[src/rtl/dds_phase_acc_if.sv]
// Control/data bundle for the DDS phase accumulator.
// Sweep ports exist only when DDS_SWEEP_EN is defined.
interface dds_phase_acc_if;
    logic        en;
    logic        upd;
    logic [13:0] state_freq;
    logic [7:0]  state_phase;
    logic        upd_ack;
    logic [15:0] addr;
    logic        addr_vld;
    logic        wrap;
`ifdef DDS_SWEEP_EN
    logic [7:0]  sweep_step;
    logic [13:0] sweep_stop;

    modport master (
        output en, upd, state_freq, state_phase, sweep_step, sweep_stop,
        input  upd_ack, addr, addr_vld, wrap
    );
    modport slave (
        input  en, upd, state_freq, state_phase, sweep_step, sweep_stop,
        output upd_ack, addr, addr_vld, wrap
    );
`else
    modport master (
        output en, upd, state_freq, state_phase,
        input  upd_ack, addr, addr_vld, wrap
    );
    modport slave (
        input  en, upd, state_freq, state_phase,
        output upd_ack, addr, addr_vld, wrap
    );
`endif
endinterface

[src/rtl/dds_phase_acc.sv]
// DDS phase accumulator with shadowed tuning registers applied at glitch-free points.
// Optional frequency sweep on each wrap is enabled by defining DDS_SWEEP_EN.
module dds_phase_acc (
    input  logic            clk,
    input  logic            rst_n,
    dds_phase_acc_if.slave  bus
);
    typedef enum logic {StIdle, StRun} state_e;

    state_e      state;
    logic [15:0] acc;
    logic [13:0] f_act;
    logic [7:0]  p_act;
    logic [13:0] f_sh;
    logic [7:0]  p_sh;
    logic        pend;

    logic        run_edge;
    logic [16:0] sum;
    logic        carry;
    logic        apply;
    logic        sweep_hit;
    logic [13:0] f_swept;

    always_comb begin
        run_edge = (state == StRun) && bus.en;
        sum      = {1'b0, acc} + {3'b000, f_act};
        carry    = run_edge && sum[16];
        // Shadow is swapped only where the output phase cannot glitch.
        apply    = pend && ((state == StIdle) || (f_act == 14'd0) || carry);
    end

`ifdef DDS_SWEEP_EN
    logic [14:0] f_sum;

    always_comb begin
        f_sum     = {1'b0, f_act} + {7'd0, bus.sweep_step};
        f_swept   = (f_sum > {1'b0, bus.sweep_stop}) ? bus.sweep_stop : f_sum[13:0];
        sweep_hit = carry && !apply && (bus.sweep_step != 8'd0) && (f_act < bus.sweep_stop);
    end
`else
    always_comb begin
        f_swept   = f_act;
        sweep_hit = 1'b0;
    end
`endif

    always_ff @(posedge clk or negedge rst_n) begin
        if (!rst_n) begin
            state        <= StIdle;
            acc          <= 16'd0;
            f_act        <= 14'd0;
            p_act        <= 8'd0;
            f_sh         <= 14'd0;
            p_sh         <= 8'd0;
            pend         <= 1'b0;
            bus.addr     <= 16'd0;
            bus.addr_vld <= 1'b0;
            bus.wrap     <= 1'b0;
            bus.upd_ack  <= 1'b0;
        end else begin
            bus.upd_ack <= apply;

            if (apply) begin
                f_act <= f_sh;
                p_act <= p_sh;
                pend  <= 1'b0;
            end else if (sweep_hit) begin
                f_act <= f_swept;
            end

            // A coincident strobe re-arms pend after the old shadow is applied.
            if (bus.upd) begin
                f_sh <= bus.state_freq;
                p_sh <= bus.state_phase;
                pend <= 1'b1;
            end

            unique case (state)
                StIdle: begin
                    acc          <= 16'd0;
                    bus.addr_vld <= 1'b0;
                    bus.wrap     <= 1'b0;
                    if (bus.en) begin
                        state <= StRun;
                    end
                end
                StRun: begin
                    if (bus.en) begin
                        acc          <= sum[15:0];
                        bus.addr     <= acc + {p_act, 8'h00};
                        bus.addr_vld <= 1'b1;
                        bus.wrap     <= sum[16];
                    end else begin
                        state        <= StIdle;
                        acc          <= 16'd0;
                        bus.addr     <= 16'd0;
                        bus.addr_vld <= 1'b0;
                        bus.wrap     <= 1'b0;
                    end
                end
                default: state <= StIdle;
            endcase
        end
    end
endmodule

[src/flat_wrapper.sv]
// flat-port wrapper written by rule: the top's interface ports become plain ports
module dds_phase_acc_flat 
  (clk, rst_n, bus_en, bus_upd, bus_state_freq, bus_state_phase, bus_upd_ack, bus_addr, bus_addr_vld, bus_wrap);
  dds_phase_acc_if bus_i ();
  input  logic clk;
  input  logic rst_n;
  input wire logic [$bits(bus_i.en)-1:0] bus_en;
  input wire logic [$bits(bus_i.upd)-1:0] bus_upd;
  input wire logic [$bits(bus_i.state_freq)-1:0] bus_state_freq;
  input wire logic [$bits(bus_i.state_phase)-1:0] bus_state_phase;
  output wire logic [$bits(bus_i.upd_ack)-1:0] bus_upd_ack;
  output wire logic [$bits(bus_i.addr)-1:0] bus_addr;
  output wire logic [$bits(bus_i.addr_vld)-1:0] bus_addr_vld;
  output wire logic [$bits(bus_i.wrap)-1:0] bus_wrap;
  assign bus_i.en = bus_en;
  assign bus_i.upd = bus_upd;
  assign bus_i.state_freq = bus_state_freq;
  assign bus_i.state_phase = bus_state_phase;
  assign bus_upd_ack = bus_i.upd_ack;
  assign bus_addr = bus_i.addr;
  assign bus_addr_vld = bus_i.addr_vld;
  assign bus_wrap = bus_i.wrap;
  dds_phase_acc u_core (.clk(clk), .rst_n(rst_n), .bus(bus_i));
endmodule
[config.mk]
export PLATFORM = sky130hd
export DESIGN_NAME = dds_phase_acc_flat
export DESIGN_NICKNAME = d
export VERILOG_FILES = /design/src/rtl/dds_phase_acc_if.sv /design/src/rtl/dds_phase_acc.sv /design/src/flat_wrapper.sv
export SDC_FILE = /design/constraint.sdc
export NUM_CORES = 1
export LEC_CHECK = 0
export CAP_MARGIN = 20
export CORE_MARGIN = 3
export CORE_UTILIZATION = 25
export CTS_BUF_LIST = sky130_fd_sc_hd__clkbuf_4
export DETAILED_ROUTE_END_ITERATION = 16
export DONT_BUFFER_PORTS = 1
export HOLD_SLACK_MARGIN = 0.03
export MAX_ROUTING_LAYER = met4
export SYNTH_ARGS = -nofsm -noshare
export SYNTH_HDL_FRONTEND = slang
export SYNTH_SLANG_ARGS = --single-unit
[constraint.sdc]
create_clock -name clk -period 3.25 [get_ports clk]
set_input_delay 0 -clock clk [delete_from_list [all_inputs] [get_ports clk]]
set_output_delay 0 -clock clk [all_outputs]
set_load 0.01 [all_outputs]
**After elaboration in Yosys (flattened, before gate mapping)**

Cells that the tools add are included.

- Bits in registers: 81
- Output and inout port bits: 19

- Add/subtract/negate cells: 2
- Muxes and demuxes: 9
- Bitwise gates (word level): 1
- Reduce and logical (&&, ||, !) cells: 7

Operators with widths:

| operator | count |
|---|---|
| $mux 16 | 2 |
| $pmux 16 s2 | 1 |
| $add 16x14->17 | 1 |
| $add 16x16->16 | 1 |
| $logic_not 14->1 | 1 |
| $mux 1 | 4 |
| $pmux 1 s2 | 2 |
| $logic_and 1x1->1 | 3 |
| $logic_or 1x1->1 | 2 |
| $reduce_bool 2->1 | 1 |
| $not 1->1 | 1 |

**Logic depth before layout (Yosys ltp)**

- Depth after elaboration: 6
- Gate-level depth with buffers: 9
- Depth with buffers taken out: 8

**Worst setup path before layout**

No wires, ideal clock.

- Kind: register to register
- Start point: reg u_core.f_act[0]
- End point: reg u_core.f_act[10]
- Library setup time: 125 ps
- Arrival: 2451 ps
- Path slack: 674 ps
- Stages on the path, launching flop included: 10
- Period minus slack after synthesis: 2576 ps
- Cell sequence: dfrtp_1 ha_1 fa_1 a21o_1 a21oi_2 o211ai_2 a31o_2 a22oi_4 buf_6 mux2_2

- Longest elaborated chain between the ends: 4
- Elaborated cells on any way between the ends: 6

RTL lines:

| item | line | text |
|---|---|---|
| start, declared | dds_phase_acc.sv:12 | `logic [13:0] f_act;` |
| start signal, assigned | dds_phase_acc.sv:65 | `f_act <= f_sh;` |
| start signal, assigned | dds_phase_acc.sv:69 | `f_act <= f_swept;` |
| $add 16x14->17 or $logic_not 14->1 (tied branches) | dds_phase_acc.sv:27, dds_phase_acc.sv:30 |  |
| $logic_and 1x1->1 or $logic_or 1x1->1 (tied branches) | dds_phase_acc.sv:28, dds_phase_acc.sv:30 |  |
| $logic_or 1x1->1 (*) | dds_phase_acc.sv:30 | `apply = pend && ((state == StIdle) \|\| (f_act == 14'd0) \|\| carry);` |
| $logic_and 1x1->1 (*) | dds_phase_acc.sv:30 |  |

Mark *: on every way between the ends. The rest lies on a longest branch, timed or not.
A chain may end at the register's enable or synchronous reset.

**Worst setup path after layout**

- Start point: reg u_core.f_act[0]
- End point: reg u_core.f_act[3]

Same word-level chain as after synthesis.

==> metrics.txt <==
Post-Route WL=8200 um; CP endpoint kind=flip-flop; H-tree Lvls=3; Ports=45; FMAX=350 MHz; largest net degree at the start of global routing=82; Worst Skew=0.0144 ns; Mapped Area=3840 um^2; Tmin final=2.85 ns; Critical Path RT=3.58 ns; initial antenna violation count=0; RSZ-0062 raised after global routing=false; Primary FF master, synth=dfrtp_1; global placement routability congestion=0.899; final net count=431; postcts setup bufs=0; total nets after synthesis=379; die area=16900 um^2; most frequent cells in the layout=dfrtp_1 (81), dlygate4sd3_1 (47), mux2_2 (42); Hold Vio Cnt, Final=0; drt drc=0; Worst-Margin Slew=0.662 ns; CTS Buffer Depth=2; Final ANT Viol Nets=0; Slew HR=55.8%; final setup fails=0; Post-Route Utilization=31.5%; first-pass GRT wire length=14000 um; wire per inst=14.4 um; Die Height=130 um; number of synthesized flops with an enable pin=0; Vias per Instance=4.53; vias in the first global route=2751; GRT Overall Usage=10.9%; sequential area share after synthesis=52.7%; CP startpoint kind=flip-flop; drt initial violations=124; status=finished, final reports clean; starting density of the core=26.0%; post-synth cell types=40; Synth Register Bits=81; routed via count=2585; setup_tns=0 ns; Synth Instances=330; CTS sink count=81; port bufs=0; TritonRoute pass-1 iters=4; Max FO, Critical Path=23; Tcrit/Tclk final=87.8%; Cell Pwr Density=539 nW/um^2; commonest non-fill, non-tap cell in the layout=dfrtp_1; layout cells sized above 1=17.8%; clk_lat worst skew=0.44 ns; grt total ovfl=0; num rows=44; post_cts resized=0; DIE WIDTH=130 um; Syn. warnings=0; kind of critical path=reg -> reg; Post-DP HPWL=5840 um; Max-cap violations=0; Core ar.=14800 um^2; # diodes=0; total CTS buffers=9; CTS tree=built; Layout area overhead=21.2%; Final Max Tran Viols=0; leakage=2.08 nW; root buf cell=clkbuf_4; HP Class=in -> async; post-synthesis async set-or-reset flop share=100%; mean area per synthesized cell=11.7 um^2; critical path arrival=3.18 ns; Max VDD drop=0.000163 V; Clock transition at path regs=0.12 ns
-- Yosys cell counts (2+ instances only) --
master	n	area, um^2
a21oi_2	2	17.5
mux2_2	42	473
a21o_1	6	45.0
o21bai_1	3	22.5
inv_1	22	82.6
a21oi_1	17	85.1
fa_1	2	40.0
nand2b_1	2	12.5
nor4_1	3	18.8
nor2_1	23	86.3
mux2_1	2	22.5
xnor2_1	11	96.3
nand3_1	15	75.1
nand2_1	13	48.8
nor2b_1	3	18.8
buf_6	2	22.5
o22ai_1	4	25.0
a31o_2	4	35.0
xor2_1	4	35.0
and3_1	3	18.8
dfrtp_1	81	2030
clkbuf_1	7	26.3
o211ai_1	3	22.5
ha_1	21	263
nor3_1	6	30.0
o21ai_0	15	75.1
-- metal layers --
metal	wire length, um	up-vias	GRT usage, %
li1	-	1271	-
met1	3930	1261	14.1
met2	3780	43	16.2
met3	396	10	4.09
met4	93	0	2.93
met5	0	-	-
-- timing repair --
item | in CTS | in global routing
hold buffers | 49 | 0
setup endpoints to repair | 0 | 0
hold endpoints to repair | 119 | 0
-- state kept, by name, indices dropped and copies added (netlist names) --
signal               flops
u_core.acc              16
u_core.bus.wrap          1
u_core.p_sh              8
u_core.f_act            14
u_core.bus.addr_vld      1
u_core.f_sh             14
u_core.p_act             8
u_core.bus.upd_ack       1
u_core.pend              1
u_core.state             1
u_core.bus.addr         16
-- power by group --
group | internal [mW] | switching, mW | total [mW]
combinational | 0.365 | 0.362 | 0.727
sequential | 1.15 | 0.137 | 1.29
clock | 0.166 | 0.327 | 0.493
-- cell type report --
type | count | area [um^2]
clock inverter | 5 | 22.5
inverter | 22 | 82.6
timing repair buffer | 51 | 533
sequential | 81 | 2030
multi-input combinational | 217 | 1680
clock buffer | 11 | 82.6
fill | 1494 | 10100
tap | 184 | 230
-- cell families (layout without fill, tap and decap cells) --
group	count (synthesis)	count (layout)	share of synthesized area [%]
multiplexers	45	45	13.1
buffers and inverters	32	89	3.51
XOR/XNOR	15	15	3.42
AND/OR/NAND/NOR	73	73	8.92
AO/OA/AOI/OAI	61	61	10.4
adder cells (fa/ha/maj)	23	23	7.88
flip-flops	81	81	52.7
-- worst max-delay path, stage by stage (launching register included) --
cell and delay [ns]:
dfrtp_1 0.41, ha_1 0.23, fa_1 0.41, a21o_1 0.19, a21oi_2 0.21, o211ai_2 0.16, a31o_2 0.27, a22oi_4 0.15
buf_4 0.33, mux2_2 0.38
-- per-stage QoR --
step,setup slack (ns),total power [mW],area [um^2],instances,hold slack (ns)
floorplan,0.674,1.80,3840,330,-0.296
global placement,0.476,1.92,4040,506,-0.291
detailed placement,0.396,1.94,4040,506,-0.291
CTS,0.381,2.54,4660,571,0.0922
global route,0.241,2.70,4660,571,0.105
finish,0.396,2.51,4660,571,0.0943
-- worst paths after layout --
kind	startpoint	endpoint	slack (ns)	cells past startpoint
max	u_core.f_act[0]	u_core.f_act[3]	0.40	9
min	rst_n	u_core.bus.addr[14]	0.09	2
max reg2reg	u_core.f_act[0]	u_core.f_act[3]	0.40	9
min reg2reg	u_core.p_sh[4]	u_core.p_act[4]	0.51	1
max in group asynchronous	rst_n	u_core.f_act[6]	2.82	2
min in group clk	bus_en	u_core.acc[14]	0.12	2
(Power assumes the default switching activity.)
